==> src/rtl/arbiter4_rr_pkg.sv <==
// Shared types and constants for the four-requester round-robin arbiter.
package arbiter4_pkg;

    typedef enum logic {
        IDLE  = 1'b0,
        GRANT = 1'b1
    } arb_state_t;

    localparam int         N_REQ      = 4;
    localparam int         IDX_W      = 2;
    localparam logic [1:0] LAST_RESET = 2'd3;

endpackage

==> src/rtl/arbiter4_rr_if.sv <==
// Request/grant bundle between requesters and arbiter4_rr.
// 'release' is a language keyword, so the release strobe is named 'rel'.
interface arbiter4_rr_if;
    import arbiter4_pkg::*;

    logic [N_REQ-1:0] req;
    logic             rel;
    logic [IDX_W-1:0] grant_idx;
    logic             grant_valid;
    logic             timeout;

    modport master (
        output req, rel,
        input  grant_idx, grant_valid, timeout
    );

    modport slave (
        input  req, rel,
        output grant_idx, grant_valid, timeout
    );

endinterface

==> src/rtl/arbiter4_rr_pick4.sv <==
// Circular first-set-bit search starting at last+1; with i_exclude_en the
// requester at 'last' is skipped entirely instead of getting lowest priority.
module rr_pick4
    import arbiter4_pkg::*;
(
    input  logic [N_REQ-1:0] i_req,
    input  logic [IDX_W-1:0] i_last,
    input  logic             i_exclude_en,
    output logic [IDX_W-1:0] o_winner,
    output logic             o_any
);

    always_comb begin
        logic [IDX_W-1:0] w_idx;
        o_winner = '0;
        o_any    = 1'b0;
        w_idx    = '0;
        for (int i = 1; i <= N_REQ; i++) begin
            w_idx = i_last + IDX_W'(i);
            if (!o_any && i_req[w_idx] && !(i_exclude_en && (i == N_REQ))) begin
                o_any    = 1'b1;
                o_winner = w_idx;
            end
        end
    end

endmodule

==> src/rtl/arbiter4_rr.sv <==
// Round-robin arbiter, registered grant index/valid, grant held until release.
// Optional forced revocation after MAX_HOLD cycles: define ARB4_HOLD_TIMEOUT_EN.
module arbiter4_rr
    import arbiter4_pkg::*;
#(
    parameter int MAX_HOLD = 15
) (
    input  logic           CLK,
    input  logic           ASYNCRESETN,
    arbiter4_rr_if.slave   bus
);

    arb_state_t       r_state, w_nxt_state;
    logic [IDX_W-1:0] r_last, w_nxt_last;
    logic [IDX_W-1:0] r_grant_idx, w_nxt_idx;
    logic             r_valid, w_nxt_valid;
    logic             w_new_grant;
    logic             w_tmo;
    logic             w_handoff;
    logic [IDX_W-1:0] w_pick_last;
    logic [IDX_W-1:0] w_winner;
    logic             w_any;

    // In GRANT the search starts after the owner and skips it; the owner
    // re-grant fallback is handled below.
    assign w_pick_last = (r_state == GRANT) ? r_grant_idx : r_last;

    rr_pick4 u_pick (
        .i_req        (bus.req),
        .i_last       (w_pick_last),
        .i_exclude_en (r_state == GRANT),
        .o_winner     (w_winner),
        .o_any        (w_any)
    );

`ifdef ARB4_HOLD_TIMEOUT_EN
    localparam int CNT_W = $clog2(MAX_HOLD + 1);

    logic [CNT_W-1:0] r_hold_cnt;
    logic             r_timeout;

    // Fires on the edge that ends the MAX_HOLD-th held cycle; release wins.
    assign w_tmo = (r_state == GRANT) && !bus.rel &&
                   (r_hold_cnt == CNT_W'(MAX_HOLD - 1));

    always_ff @(posedge CLK or negedge ASYNCRESETN) begin
        if (!ASYNCRESETN) begin
            r_hold_cnt <= '0;
            r_timeout  <= 1'b0;
        end else begin
            r_timeout <= w_tmo;
            if (w_new_grant || (w_nxt_state == IDLE))
                r_hold_cnt <= '0;
            else if ((r_state == GRANT) && !bus.rel && (r_hold_cnt != CNT_W'(MAX_HOLD)))
                r_hold_cnt <= r_hold_cnt + 1'b1;
        end
    end

    assign bus.timeout = r_timeout;
`else
    logic [7:0] w_unused_hold;

    assign w_unused_hold = 8'(MAX_HOLD);
    assign w_tmo         = 1'b0;
    assign bus.timeout   = 1'b0;
`endif

    assign w_handoff = (r_state == GRANT) && (bus.rel || w_tmo);

    always_comb begin
        w_nxt_state = r_state;
        w_nxt_last  = r_last;
        w_nxt_idx   = r_grant_idx;
        w_nxt_valid = r_valid;
        w_new_grant = 1'b0;
        case (r_state)
            IDLE: begin
                if (w_any) begin
                    w_nxt_state = GRANT;
                    w_nxt_idx   = w_winner;
                    w_nxt_valid = 1'b1;
                    w_new_grant = 1'b1;
                end
            end
            GRANT: begin
                if (w_handoff) begin
                    w_nxt_last = r_grant_idx;
                    if (w_any) begin
                        w_nxt_idx   = w_winner;
                        w_new_grant = 1'b1;
                    end else if (bus.req[r_grant_idx]) begin
                        w_new_grant = 1'b1;
                    end else begin
                        w_nxt_state = IDLE;
                        w_nxt_valid = 1'b0;
                    end
                end
            end
            default: begin
                w_nxt_state = IDLE;
                w_nxt_valid = 1'b0;
            end
        endcase
    end

    always_ff @(posedge CLK or negedge ASYNCRESETN) begin
        if (!ASYNCRESETN) begin
            r_state     <= IDLE;
            r_last      <= LAST_RESET;
            r_grant_idx <= '0;
            r_valid     <= 1'b0;
        end else begin
            r_state     <= w_nxt_state;
            r_last      <= w_nxt_last;
            r_grant_idx <= w_nxt_idx;
            r_valid     <= w_nxt_valid;
        end
    end

    assign bus.grant_idx   = r_grant_idx;
    assign bus.grant_valid = r_valid;

endmodule
==> src/flat_wrapper.sv <==
// flat-port wrapper written by rule: the top's interface ports become plain ports
module arbiter4_rr_flat import arbiter4_pkg::*;
#(
    parameter int MAX_HOLD = 15
)
  (CLK, ASYNCRESETN, bus_req, bus_rel, bus_grant_idx, bus_grant_valid, bus_timeout);
  arbiter4_rr_if bus_i ();
  input  logic CLK;
  input  logic ASYNCRESETN;
  input wire logic [$bits(bus_i.req)-1:0] bus_req;
  input wire logic [$bits(bus_i.rel)-1:0] bus_rel;
  output wire logic [$bits(bus_i.grant_idx)-1:0] bus_grant_idx;
  output wire logic [$bits(bus_i.grant_valid)-1:0] bus_grant_valid;
  output wire logic [$bits(bus_i.timeout)-1:0] bus_timeout;
  assign bus_i.req = bus_req;
  assign bus_i.rel = bus_rel;
  assign bus_grant_idx = bus_i.grant_idx;
  assign bus_grant_valid = bus_i.grant_valid;
  assign bus_timeout = bus_i.timeout;
  arbiter4_rr #(.MAX_HOLD(MAX_HOLD)) u_core (.CLK(CLK), .ASYNCRESETN(ASYNCRESETN), .bus(bus_i));
endmodule
==> config.mk <==
export PLATFORM = sky130hd
export DESIGN_NAME = arbiter4_rr_flat
export DESIGN_NICKNAME = d
export VERILOG_FILES = /design/src/rtl/arbiter4_rr_pkg.sv /design/src/rtl/arbiter4_rr_if.sv /design/src/rtl/arbiter4_rr_pick4.sv /design/src/rtl/arbiter4_rr.sv /design/src/flat_wrapper.sv
export SDC_FILE = /design/constraint.sdc
export NUM_CORES = 1
export LEC_CHECK = 0
export BUFFER_PORTS_ARGS = -buffer_cell sky130_fd_sc_hd__buf_2
export CAP_MARGIN = 10
export CORE_AREA = 2 2 39 41
export DETAILED_ROUTE_END_ITERATION = 10
export DIE_AREA = 0 0 41 43
export PLACE_DENSITY = 0.7
export SLEW_MARGIN = 20
export SYNTH_ARGS = -nofsm -noshare
export SYNTH_HDL_FRONTEND = slang
export SYNTH_SLANG_ARGS = --single-unit
==> constraint.sdc <==
create_clock -name CLK -period 6.1 [get_ports CLK]
set_input_delay 0.61 -clock CLK [delete_from_list [all_inputs] [get_ports CLK]]
set_output_delay 0.61 -clock CLK [all_outputs]
set_load 0.03 [all_outputs]
* Word level (Yosys, flattened, before mapping) *
Cells that the tools add are included.

storage, ports and cells
  register bits after elaboration = 6
  latch bits = 0
  memory bits (writable) = 0
  memory bits (read-only) = 0
  input port bits = 7
  output and inout bits = 4
  logic and storage cells = 60
  memories = 0

operators by class
  add/sub/neg operators = 3
  $mul = 0
  divide/modulo/power cells = 0
  order comparisons = 5
  eq/ne operators = 4
  shift-type cells = 0
  muxes and demuxes = 32
  bitwise logic cells = 1
  reductions and logical operators = 11

operator list
  operator                                            number
  2-to-1 mux 1 bit                                    17
  < comparator 2 x 3 -> 1 bit, second input constant  5
  2-to-1 mux 2 bit                                    7
  binary-select mux 1 bit (select 2 bit)              5
  inequality test 2 bit, second input constant        4
  logical AND 1 bit                                   5
  adder 2 bit, second input constant                  2
  logical NOT 1 bit                                   4
  one-hot mux 1 bit (2 select lines)                  2
  one-hot mux 2 bit (2 select lines)                  1
  AND reduction 4 bit                                 1
  adder 2 x 1 -> 2 bit, second input constant         1
  AND reduction 2 bit                                 1
  inverter 1 bit                                      1

* Longest topological paths before layout *
Gate-level depths: netlist of the first run.

  word-level depth = 18
  gate-level depth with buffers = 7
  gate-level depth less buffers = 6

* Cells and area by module *
A second synthesis of the first run with hierarchy kept.

unflattened totals
  cell total of the unflattened synthesis = 54
  area total of the unflattened synthesis = 520.5 µm²

modules (own cells, without submodules)
  module       times used  cells an instance  area an instance (µm²)  seq. area each (µm²)
  arbiter4_rr  1           26                 332.8                   152.6
  rr_pick4     1           28                 187.7                   0.0

* Least setup slack after synthesis of the first run *
Ideal clock, no wire load.

  kind = register -> register
  start point = reg u_core.r_grant_idx[1], in the netlist u_core.bus.grant_idx[1]
  end point = reg u_core.r_grant_idx[0], in the netlist u_core.bus.grant_idx[0]
  library setup time = 0.129 ns
  data arrival time = 1.867 ns
  data required time = 5.971 ns
  setup slack = 4.105 ns
  cell stages (with the launch flop) = 7
  path buffers = 0
  period minus slack after synthesis = 1.995 ns
  path through = dfrtp_1 mux2i_4 mux2i_1 a32o_2 a21oi_4 and4b_2 a2111o_1

on the way
  word-level cells in the longest chain between the ends = 18

ends and longest elaborated chain
  element                                               line                                  RTL
  from (decl)                                           arbiter4_rr.sv:15                     logic [IDX_W-1:0] r_grant_idx, w_nxt_idx;
  from (signal assigned)                                arbiter4_rr.sv:115                    r_grant_idx <= w_nxt_idx;
  2-to-1 mux 2 bit *                                    arbiter4_rr.sv:26                     assign w_pick_last = (r_state == GRANT) ? r_grant_idx : r_last;
  adder 2 x 1 -> 2 bit                                  arbiter4_rr_pick4.sv:19               w_idx = i_last + IDX_W'(i);
  binary-select mux 1 bit (select 2 bit)                arbiter4_rr_pick4.sv:20               if (!o_any && i_req[w_idx] && !(i_exclude_en && (i == N_REQ))) begin
  2-to-1 mux 1 bit (not written as such)                arbiter4_rr_pick4.sv:20
  2-to-1 mux 1 bit                                      arbiter4_rr_pick4.sv:20
  logical NOT 1 bit                                     arbiter4_rr_pick4.sv:20
  logical AND 1 bit                                     arbiter4_rr_pick4.sv:20
  2-to-1 mux 1 bit                                      arbiter4_rr_pick4.sv:20
  logical NOT 1 bit                                     arbiter4_rr_pick4.sv:20
  logical AND 1 bit                                     arbiter4_rr_pick4.sv:20
  2-to-1 mux 1 bit                                      arbiter4_rr_pick4.sv:20
  logical NOT 1 bit                                     arbiter4_rr_pick4.sv:20
  logical AND 1 bit (2 in a row)                        arbiter4_rr_pick4.sv:20
  2-to-1 mux 2 bit or 2-to-1 mux 1 bit (tied branches)  arbiter4_rr_pick4.sv:20
  2-to-1 mux 2 bit *                                    arbiter4_rr.sv:78, arbiter4_rr.sv:88
  2-to-1 mux 2 bit                                      arbiter4_rr.sv:86                     if (w_handoff) begin
  one-hot mux 2 bit (2 select lines) *                  arbiter4_rr.sv:76                     case (r_state)

Every way passes the cells marked *; elsewhere a longest branch is shown, timed or not. The select of a mux whose other input is x is not followed.
A chain may end at the register's enable or synchronous reset.

* Worst setup path after layout of the first run *
  start point = reg u_core.r_state
  end point = reg u_core.r_grant_idx[0], in the netlist u_core.bus.grant_idx[0]

on the way
  word-level cells in the longest chain between the ends = 18

ends and longest elaborated chain
  element                                               line                                  RTL
  from (decl)                                           arbiter4_rr.sv:13                     arb_state_t r_state, w_nxt_state;
  from (signal assigned)                                arbiter4_rr.sv:113                    r_state <= w_nxt_state;
  2-to-1 mux 2 bit                                      arbiter4_rr.sv:26
  adder 2 x 1 -> 2 bit                                  arbiter4_rr_pick4.sv:19
  binary-select mux 1 bit (select 2 bit)                arbiter4_rr_pick4.sv:20
  2-to-1 mux 1 bit (not written as such)                arbiter4_rr_pick4.sv:20
  2-to-1 mux 1 bit                                      arbiter4_rr_pick4.sv:20
  logical NOT 1 bit                                     arbiter4_rr_pick4.sv:20
  logical AND 1 bit                                     arbiter4_rr_pick4.sv:20
  2-to-1 mux 1 bit                                      arbiter4_rr_pick4.sv:20
  logical NOT 1 bit                                     arbiter4_rr_pick4.sv:20
  logical AND 1 bit                                     arbiter4_rr_pick4.sv:20
  2-to-1 mux 1 bit                                      arbiter4_rr_pick4.sv:20
  logical NOT 1 bit                                     arbiter4_rr_pick4.sv:20
  logical AND 1 bit (2 in a row)                        arbiter4_rr_pick4.sv:20
  2-to-1 mux 2 bit or 2-to-1 mux 1 bit (tied branches)  arbiter4_rr_pick4.sv:20
  2-to-1 mux 2 bit                                      arbiter4_rr.sv:78, arbiter4_rr.sv:88
  2-to-1 mux 2 bit                                      arbiter4_rr.sv:86
  one-hot mux 2 bit (2 select lines)                    arbiter4_rr.sv:76

Parallel ways exist; a longest one is shown, timed or not. The select of a mux whose other input is x is not followed.

==> impl_metrics.toml, run 1 <==
[run_status]
run_status = "finished clean"

[power_and_ir_drop]
design_power_total_mw = 0.278
largest_vdd_supply_drop_uv = 248
p_leak_nw = 0.258
cellPowerDensity_mw_per_mm2 = 459

[routing]
vias_per_cell = 5.71
detailedRoute.firstIterationViolations = 6
drt-wirelength-per-cell_um = 13.6
drt-total-wl_um = 1060
drtAntennaViolNets = 0
remaining_drc_errors = 0
total_via_count_in_the_routed_design = 445
detailedRoute.firstPassIterationCount = 4

[floorplanning]
core_box_area_mm2 = 0.00138
overall_die_area_mm2 = 0.00176
ios = 11
row_count = 14
die_width_um = 41
die_height_um = 43
initial_core_util_pct = 38.8

[timing]
timing.final.crit_period_ps = 2280
final_min_period_over_clock_period_pct = 37.3
finalSetupTns_ps = 0
fin_worst_skew_ps = 6.15
layout_setup_ws_ps = 3820
grt_setup_unrepaired = "false"
number_of_hold_violations_in_the_final_report = 0
setup-violations-final = 0
drv_slew = 0
fmaxAchievable_mhz = 439

[logic_synthesis]
count_of_flip_flops_with_a_built_in_enable_after_synthesis = 0
synthDominantCellAreaShare_pct = 18.6
asyncSetResetFlopFracSynth_pct = 100
ys_seq_elements = 6
synth_cell_type_count = 32
mappedNetlistNets = 59
yosys_warnings = 0
netlist_instances = 52
seq_area_frac_synth_pct = 28.4
synth_ff_type = "sky130_fd_sc_hd__dfrtp_1"
post_synth.cell_area_avg_um2 = 10.3
synth.area.top_cells = "sky130_fd_sc_hd__dfrtp_1 19%, sky130_fd_sc_hd__dfstp_2 9.8%, sky130_fd_sc_hd__mux2i_4 8.4%"
synth.cell_area_um2 = 537
synth.top_cells.by_count = "4 x sky130_fd_sc_hd__dfrtp_1, 4 x sky130_fd_sc_hd__o21ai_0, 3 x sky130_fd_sc_hd__nand2_1, 3 x sky130_fd_sc_hd__nor3_1"
synth_area_leader = "sky130_fd_sc_hd__dfrtp_1"

[cts]
clock_latency_on_the_worst_skew_pair_ps = 240
cts-root-buf = "sky130_fd_sc_hd__clkbuf_4"
htree_levels = 1
cts.path.max_buffers = 2
postCtsSetupRepairBufs = 0
cts_made_buffers = 3
tritoncts = "done"
worst_setup_hold_path_clk_slew_ps = 50
cts_num_sinks = 6
holdBufCountCts = 0
cts_resized = 0

[critical_path]
crit_fanout = 10
critical_path_required_ps = 6210
ff_to_ff_end = "u_core.bus.grant_idx[0]"
timing.critical_path.arrival_ps = 2390
worstSetupPathType = "flop to flop"
timing.reg2reg.worst_path_depth = 6
start_kind = "flop"
cpMaxStageDelayCell = "sky130_fd_sc_hd__dfrtp_1"
critical_path.max_stage_delay_ps = 610
worstPathCellList = "mux2i_4 > mux2i_1 > a32o_2 > a21oi_4 > and4b_2 > a2111o_1"
worst-r2r-setup-slack_ps = 3820
reg2reg_from = "u_core.r_state"
worstSetupEndpointType = "flop"

[global_route]
antenna_found_initial = 0
grt_first_pass_wirelength_um = 1790
number_of_global_route_vias_before_repair = 412
grt_max_degree = 11
grt_util_all_layers_pct = 14.8
grt_remaining_overflow = 0

[cells_and_area]
diodes = 0
drive_gt1_share_pct = 40.3
final_cells = 78
nets = 71
flow.area_growth_from_synthesis_pct = 12.8

[worst_hold_path]
holdCritPathClass = "input port to async pin"

[job]
cap_viol_max_count = 0

[placement]
post-dp-hpwl_um = 797
placement.io_buffers = 9
gp_congestion = 0.813
pre_cts_ws_ps = 3850
place.detailed.instances = 75
[stage by stage]
stage               utilization (%)  hold slack, ps  instance area (um^2)
floorplan                         -             314                   537
global placement               42.1             435                   583
detailed placement             42.1             439                   583
CTS                            43.8             177                   606
global route                   43.8             175                   606
finish                         43.8             180                   606
[cell type report]
type | instances | area [um^2]
fillers | 143 | 778
multi-input cells | 42 | 358
flip-flops and latches | 6 | 153
repair buffers | 9 | 45.0
clock buffers | 3 | 22.5
well taps | 16 | 20.0
inverters | 2 | 7.51
[power by group]
part           internal [mW]  switching, mW  leakage, nW
combinational         0.0719         0.0727        0.176
sequential            0.0615         0.0360       0.0673
clock                 0.0222         0.0137       0.0138
total                  0.156          0.122        0.258
[state kept, by name, summed over array words and instances, names as in the netlist]
signal	cells
u_core.r_last	2
u_core.bus.grant_idx	2
u_core.r_state	1
u_core.bus.grant_valid	1
[layer usage]
layer  GRT usage [%]  wire, um
met2            21.9       533
met4            2.00         0
met1            19.3       492
met5               0         0
met3            7.85        33
[critical path: cells and delay by family (launching register included)]
kind | cells | cell delay (ps)
flip-flops | 1 | 610
AO/OA/AOI/OAI | 3 | 630
multiplexers | 2 | 660
AND/OR/NAND/NOR | 1 | 250
[placed cells by master (no fill, tap or decap), types with 2 or more instances in the layout]
cell type,count
sky130_fd_sc_hd__mux2_2,2
sky130_fd_sc_hd__buf_2,9
sky130_fd_sc_hd__clkbuf_4,3
sky130_fd_sc_hd__mux2i_1,2
sky130_fd_sc_hd__mux2i_4,2
sky130_fd_sc_hd__o21ai_0,4
sky130_fd_sc_hd__a211oi_1,2
sky130_fd_sc_hd__nor2b_1,2
sky130_fd_sc_hd__nor3_1,3
sky130_fd_sc_hd__nor3b_1,2
sky130_fd_sc_hd__inv_1,2
sky130_fd_sc_hd__a31oi_1,2
sky130_fd_sc_hd__dfrtp_1,4
sky130_fd_sc_hd__dfstp_2,2
sky130_fd_sc_hd__nand2_1,3
sky130_fd_sc_hd__nor2_1,2
[worst max-delay path by stage]
stage | slack [ps] | depth (start not counted) | start | to
after detailed placement | 3850 | 6 | u_core.r_state | u_core.bus.grant_idx[0]
after global routing | 3710 | 6 | u_core.r_state | u_core.bus.grant_idx[0]
after CTS | 3830 | 6 | u_core.r_state | u_core.bus.grant_idx[0]
after floorplan | 4100 | 6 | u_core.bus.grant_idx[1] | u_core.bus.grant_idx[0]
after global placement | 3860 | 6 | u_core.r_state | u_core.bus.grant_idx[0]
final | 3820 | 6 | u_core.r_state | u_core.bus.grant_idx[0]
[cells by family after synthesis]
kind of cell | synth area share [%]
simple gates | 17.5
xor+xnor | 3.26
other cells | 0.699
buf+inv | 4.90
mux | 20.5
compound gates | 24.7
flops | 28.4
Power figures use the tool's default switching activity.
==> run 2, diff against run 1 <==
Settings changed: PLACE_DENSITY 0.7 to 0.72.
Clock period 6.1 ns to 1.91 ns, I/O delays scaled along.
==> impl_metrics.toml, run 2 (synthesized netlist as in run 1, its figures left out) <==
[run_status]
run_status = "finished clean"

[power_and_ir_drop]
power.share.switching_pct = 42.4
p_comb_share_pct = 61.1
pwr-share-seq_pct = 26.1
p_sw_mw = 0.449
p_int_mw = 0.609
cellPowerDensity_mw_per_mm2 = 1520
largest_vdd_supply_drop_uv = 540
p_leak_nw = 0.297
power.clock.fraction_pct = 12.7

[cts]
tritoncts = "done"
clock_latency_on_the_worst_skew_pair_ps = 250
cts.path.max_buffers = 2
worst_setup_hold_path_clk_slew_ps = 60
cts_num_sinks = 6
htree_levels = 1
cts-root-buf = "sky130_fd_sc_hd__clkbuf_4"
cts_made_buffers = 3

[placement]
post-dp-hpwl_um = 946
placement.io_buffers = 9
pre_cts_ws_ps = -66.0
gp_congestion = 0.878

[routing]
drt-wirelength-per-cell_um = 15.3
detailedRoute.firstIterationViolations = 10
vias_per_cell = 5.56
detailedRoute.firstPassIterationCount = 4
drt-total-wl_um = 1340
total_via_count_in_the_routed_design = 489
drtAntennaViolNets = 0
remaining_drc_errors = 0

[critical_path]
timing.critical_path.arrival_ps = 2020
worstSetupPathType = "flop to flop"
critical_path_required_ps = 2040
crit_fanout = 6
worstSetupEndpointType = "flop"
start_kind = "flop"

[timing]
final_min_period_over_clock_period_pct = 98.4
timing.final.crit_period_ps = 1880
layout_setup_ws_ps = 29.8
grt_setup_unrepaired = "true"
fmaxAchievable_mhz = 532
setup-violations-final = 0
number_of_hold_violations_in_the_final_report = 0
drv_slew = 0
fin_worst_skew_ps = 13.6

[cells_and_area]
flow.area_growth_from_synthesis_pct = 29.4
fillers = 127
final_cell_mix = "9 x sky130_fd_sc_hd__buf_2, 8 x sky130_fd_sc_hd__buf_4, 4 x sky130_fd_sc_hd__o21ai_0"
diodes = 0
drive_gt1_share_pct = 54.2
nets = 80
final_common_cell = "sky130_fd_sc_hd__buf_2"
finalCoreUtilization_pct = 50.2

[floorplanning]
ios = 11
initial_core_util_pct = 38.8
row_count = 14
die_width_um = 41
die_height_um = 43
core_box_area_mm2 = 0.00138
overall_die_area_mm2 = 0.00176

[global_route]
antenna_found_initial = 0
grt_remaining_overflow = 0
grt_first_pass_wirelength_um = 2060
number_of_global_route_vias_before_repair = 495
grt_util_all_layers_pct = 17.4
grt_max_degree = 9

[worst_hold_path]
holdCritPathClass = "input port to async pin"

[job]
cap_viol_max_count = 0
-- run 2: worst paths after layout --
| check | from | endpoint | slack, ps | cells after the start |
|---|---|---|---|---|
| min in group CLK | bus_rel | u_core.r_state | 290 | 3 |
| worst min-delay path | ASYNCRESETN | u_core.bus.grant_valid | 290 | 2 |
| worst max register to register | u_core.r_state | u_core.bus.grant_idx[0] | 30 | 6 |
| max in group asynchronous | ASYNCRESETN | u_core.r_last[0] | 1380 | 2 |
| worst max-delay path | u_core.r_state | u_core.bus.grant_idx[0] | 30 | 6 |
| worst min register to register | u_core.bus.grant_valid | u_core.bus.grant_valid | 580 | 2 |
-- run 2: final cells by class --
cell class / count / area (um^2) / area share [%]
Sequential cell: 6 / 156 / 22.5
Timing Repair Buffer: 18 / 115 / 16.6
Inverter: 2 / 7.51 / 1.08
Clock buffer: 4 / 26.3 / 3.78
Tap cell: 16 / 20.0 / 2.88
Multi-Input combinational cell: 42 / 369 / 53.2
-- run 2: critical path, stage by stage, from the launching register on --
cell and delay (ps):
sky130_fd_sc_hd__dfrtp_2 450, sky130_fd_sc_hd__mux2i_4 210, sky130_fd_sc_hd__buf_4 150, sky130_fd_sc_hd__a32o_2 270
sky130_fd_sc_hd__a21oi_4 220, sky130_fd_sc_hd__nor3b_1 80, sky130_fd_sc_hd__a2111o_1 380
-- run 2: layer usage --
| metal | GRT usage [%] | up-vias | share of wire (%) |
|---|---|---|---|
| met2 | 27.2 | 14 | 56 |
| met1 | 19.8 | 235 | 39 |
| li1 | - | 236 | - |
| met3 | 7.33 | 4 | 3.5 |
| met4 | 7.33 | 0 | 1.6 |
| met5 | 0 | - | 0 |
-- run 2: stage by stage --
step	cells	power [mW]	TNS (ps)	area (um^2)	hold slack, ps
after global placement	82	0.877	-6.48	638	23.3
after floorplan	52	0.673	0	539	-105
after detailed placement	82	0.885	-66.0	638	26.1
after CTS	87	1.03	0	681	277
after global routing	88	1.13	-102	694	320
final	88	1.06	0	694	290
-- run 2: power groups by stage --
| stage | sequential (mW) | clock (mW) | combinational [mW] |
|---|---|---|---|
| floorplan | 0.341 | 0 | 0.332 |
| global placement | 0.275 | 0 | 0.602 |
| detailed placement | 0.278 | 0 | 0.607 |
| CTS | 0.277 | 0.136 | 0.621 |
| global route | 0.284 | 0.148 | 0.697 |
| finish | 0.276 | 0.135 | 0.647 |
-- run 2: what timing repair did --
action / CTS / global route
gates resized for setup: 2 / 2
pin swaps: 0 / 4
hold buffers: 1 / 0
endpoints found under the setup margin: 2 / 2
hold endpoints to repair: 6 / 0
setup buffers: 0 / 1
==> run 3, diff against run 2 <==
Settings changed: REMOVE_ABC_BUFFERS from default to 1.
==> impl_metrics.toml, run 3 (synthesized netlist as in run 1, its figures left out) <==
[run_status]
run_status = "finished, violations left"
violations = "negative setup slack"

[timing]
grt_setup_unrepaired = "true"
number_of_hold_violations_in_the_final_report = 0
layout_setup_ws_ps = -69.3
setup-violations-final = 1
final_min_period_over_clock_period_pct = 104
fmaxAchievable_mhz = 505
drv_slew = 0
finalSetupTns_ps = -69.3
fin_worst_skew_ps = 2.72
timing.final.crit_period_ps = 1980

[global_route]
grt_remaining_overflow = 0
grt_first_pass_wirelength_um = 2040
grt_max_degree = 8
grt_util_all_layers_pct = 17.1
antenna_found_initial = 0
number_of_global_route_vias_before_repair = 509

[job]
cap_viol_max_count = 0

[power_and_ir_drop]
cellPowerDensity_mw_per_mm2 = 1550
largest_vdd_supply_drop_uv = 794
p_leak_nw = 0.342
design_power_total_mw = 1.22

[cts]
worst_setup_hold_path_clk_slew_ps = 50
cts_made_buffers = 3
cts-root-buf = "sky130_fd_sc_hd__clkbuf_4"
clock_latency_on_the_worst_skew_pair_ps = 250
tritoncts = "done"
cts_num_sinks = 6
htree_levels = 1
cts.path.max_buffers = 2

[cells_and_area]
flow.area_growth_from_synthesis_pct = 47.1
final_cells = 95
final_cell_mix = "12 x sky130_fd_sc_hd__buf_4, 9 x sky130_fd_sc_hd__buf_2, 4 x sky130_fd_sc_hd__o21ai_0"
nets = 87
final_common_cell = "sky130_fd_sc_hd__buf_4"
diodes = 0
post-route-cell-area_um2 = 790
drive_gt1_share_pct = 59.5

[placement]
place.detailed.instances = 85
post-dp-hpwl_um = 953
placed_area_um2 = 658
pre_cts_ws_ps = -138
gp_congestion = 0.834
placement.io_buffers = 9

[critical_path]
crit_end = "u_core.bus.grant_idx[0]"
worst-r2r-setup-slack_ps = -70
crit_fanout = 5
worstSetupEndpointType = "flop"
critical_path_required_ps = 2040
worstSetupPathType = "flop to flop"
path_depth = 7
critPathBufInv = 1
start_kind = "flop"
crit_family = "compound AO/OA/AOI/OAI gates"
timing.reg2reg.worst_path_depth = 7
worstPathCellList = "mux2i_4 > mux2i_1 > a32o_2 > a21oi_4 > buf_6 > nor3b_2 > a2111o_1"
critical_path.max_stage_delay_ps = 430
worst_setup_path_startpoint = "u_core.r_state"
cpMaxStageDelayCell = "sky130_fd_sc_hd__dfrtp_2"
timing.critical_path.arrival_ps = 2110
reg2reg_from = "u_core.r_state"
ff_to_ff_end = "u_core.bus.grant_idx[0]"

[floorplanning]
overall_die_area_mm2 = 0.00176
die_width_um = 41
die_height_um = 43
initial_core_util_pct = 38.8
core_box_area_mm2 = 0.00138
row_count = 14
ios = 11

[routing]
met1Wirelength_um = 646
remaining_drc_errors = 0
drt-wirelength-per-cell_um = 15.8
drtAntennaViolNets = 0
detailedRoute.firstPassIterationCount = 4
detailroute.wirelength.met3_um = 79
detailedRoute.firstIterationViolations = 16
drt-total-wl_um = 1500
sum_of_met2_wire_segment_lengths_after_detailed_routing_um = 766
total_via_count_in_the_routed_design = 550
routed.top_layer = "met4"
vias_per_cell = 5.79

[worst_hold_path]
holdCritPathClass = "input port to async pin"
[run 3: metrics by stage]
step           hold WS (ps)  utilization, %
6_report                311            57.1
5_1_grt                 321            57.1
4_1_cts                 299            52.1
3_5_place_dp           19.0            47.6
3_3_place_gp           15.8            47.6
2_1_floorplan          -105               -
[run 3: worst min path at each step]
stage / from / endpoint / slack [ps] / depth (start not counted)
after detailed placement: ASYNCRESETN / u_core.bus.grant_idx[1] / 20 / 1
after global routing: ASYNCRESETN / u_core.bus.grant_valid / 320 / 2
final: ASYNCRESETN / u_core.bus.grant_valid / 310 / 2
after global placement: ASYNCRESETN / u_core.r_state / 20 / 1
after CTS: ASYNCRESETN / u_core.bus.grant_idx[1] / 300 / 2
after floorplan: ASYNCRESETN / u_core.bus.grant_idx[0] / -100 / 0
[run 3: timing repair]
item / 4_1_cts / 5_1_grt
buffers inserted: 2 / 3
setup endpoints to repair: 3 / 4
gates cloned: 0 / 0
gates resized for setup: 3 / 7
endpoints found under the hold margin: 6 / 0
pin swaps: 1 / 7
hold buffers: 1 / 0
[run 3: final cells by class]
cell class	count	area (um^2)
timing repair buffer	25	188
fill	109	594
multi-input combinational	42	394
tap	16	20.0
clock buffer	4	26.3
sequential	6	154
inverter	2	7.51
[run 3: power breakdown]
| group | internal [mW] | switching, mW |
|---|---|---|
| clock | 0.0794 | 0.0496 |
| combinational | 0.444 | 0.397 |
| sequential | 0.196 | 0.0555 |
| total | 0.720 | 0.502 |
[run 3: worst reg2reg max path: cells and delay by family, from the launching register on]
family                 cells  cell delay (ps)
AOI/OAI and AO/OA          3              850
buffers and inverters      1              130
DFF                        1              430
and+or+nand+nor            1               30
muxes                      2              420
[run 3: metal layers]
| metal | up-vias | track usage [%] |
|---|---|---|
| met2 | 18 | 24.4 |
| met1 | 278 | 20.7 |
| met4 | 0 | 8.00 |
| met3 | 2 | 8.38 |
| li1 | 252 | - |
| met5 | - | 0 |
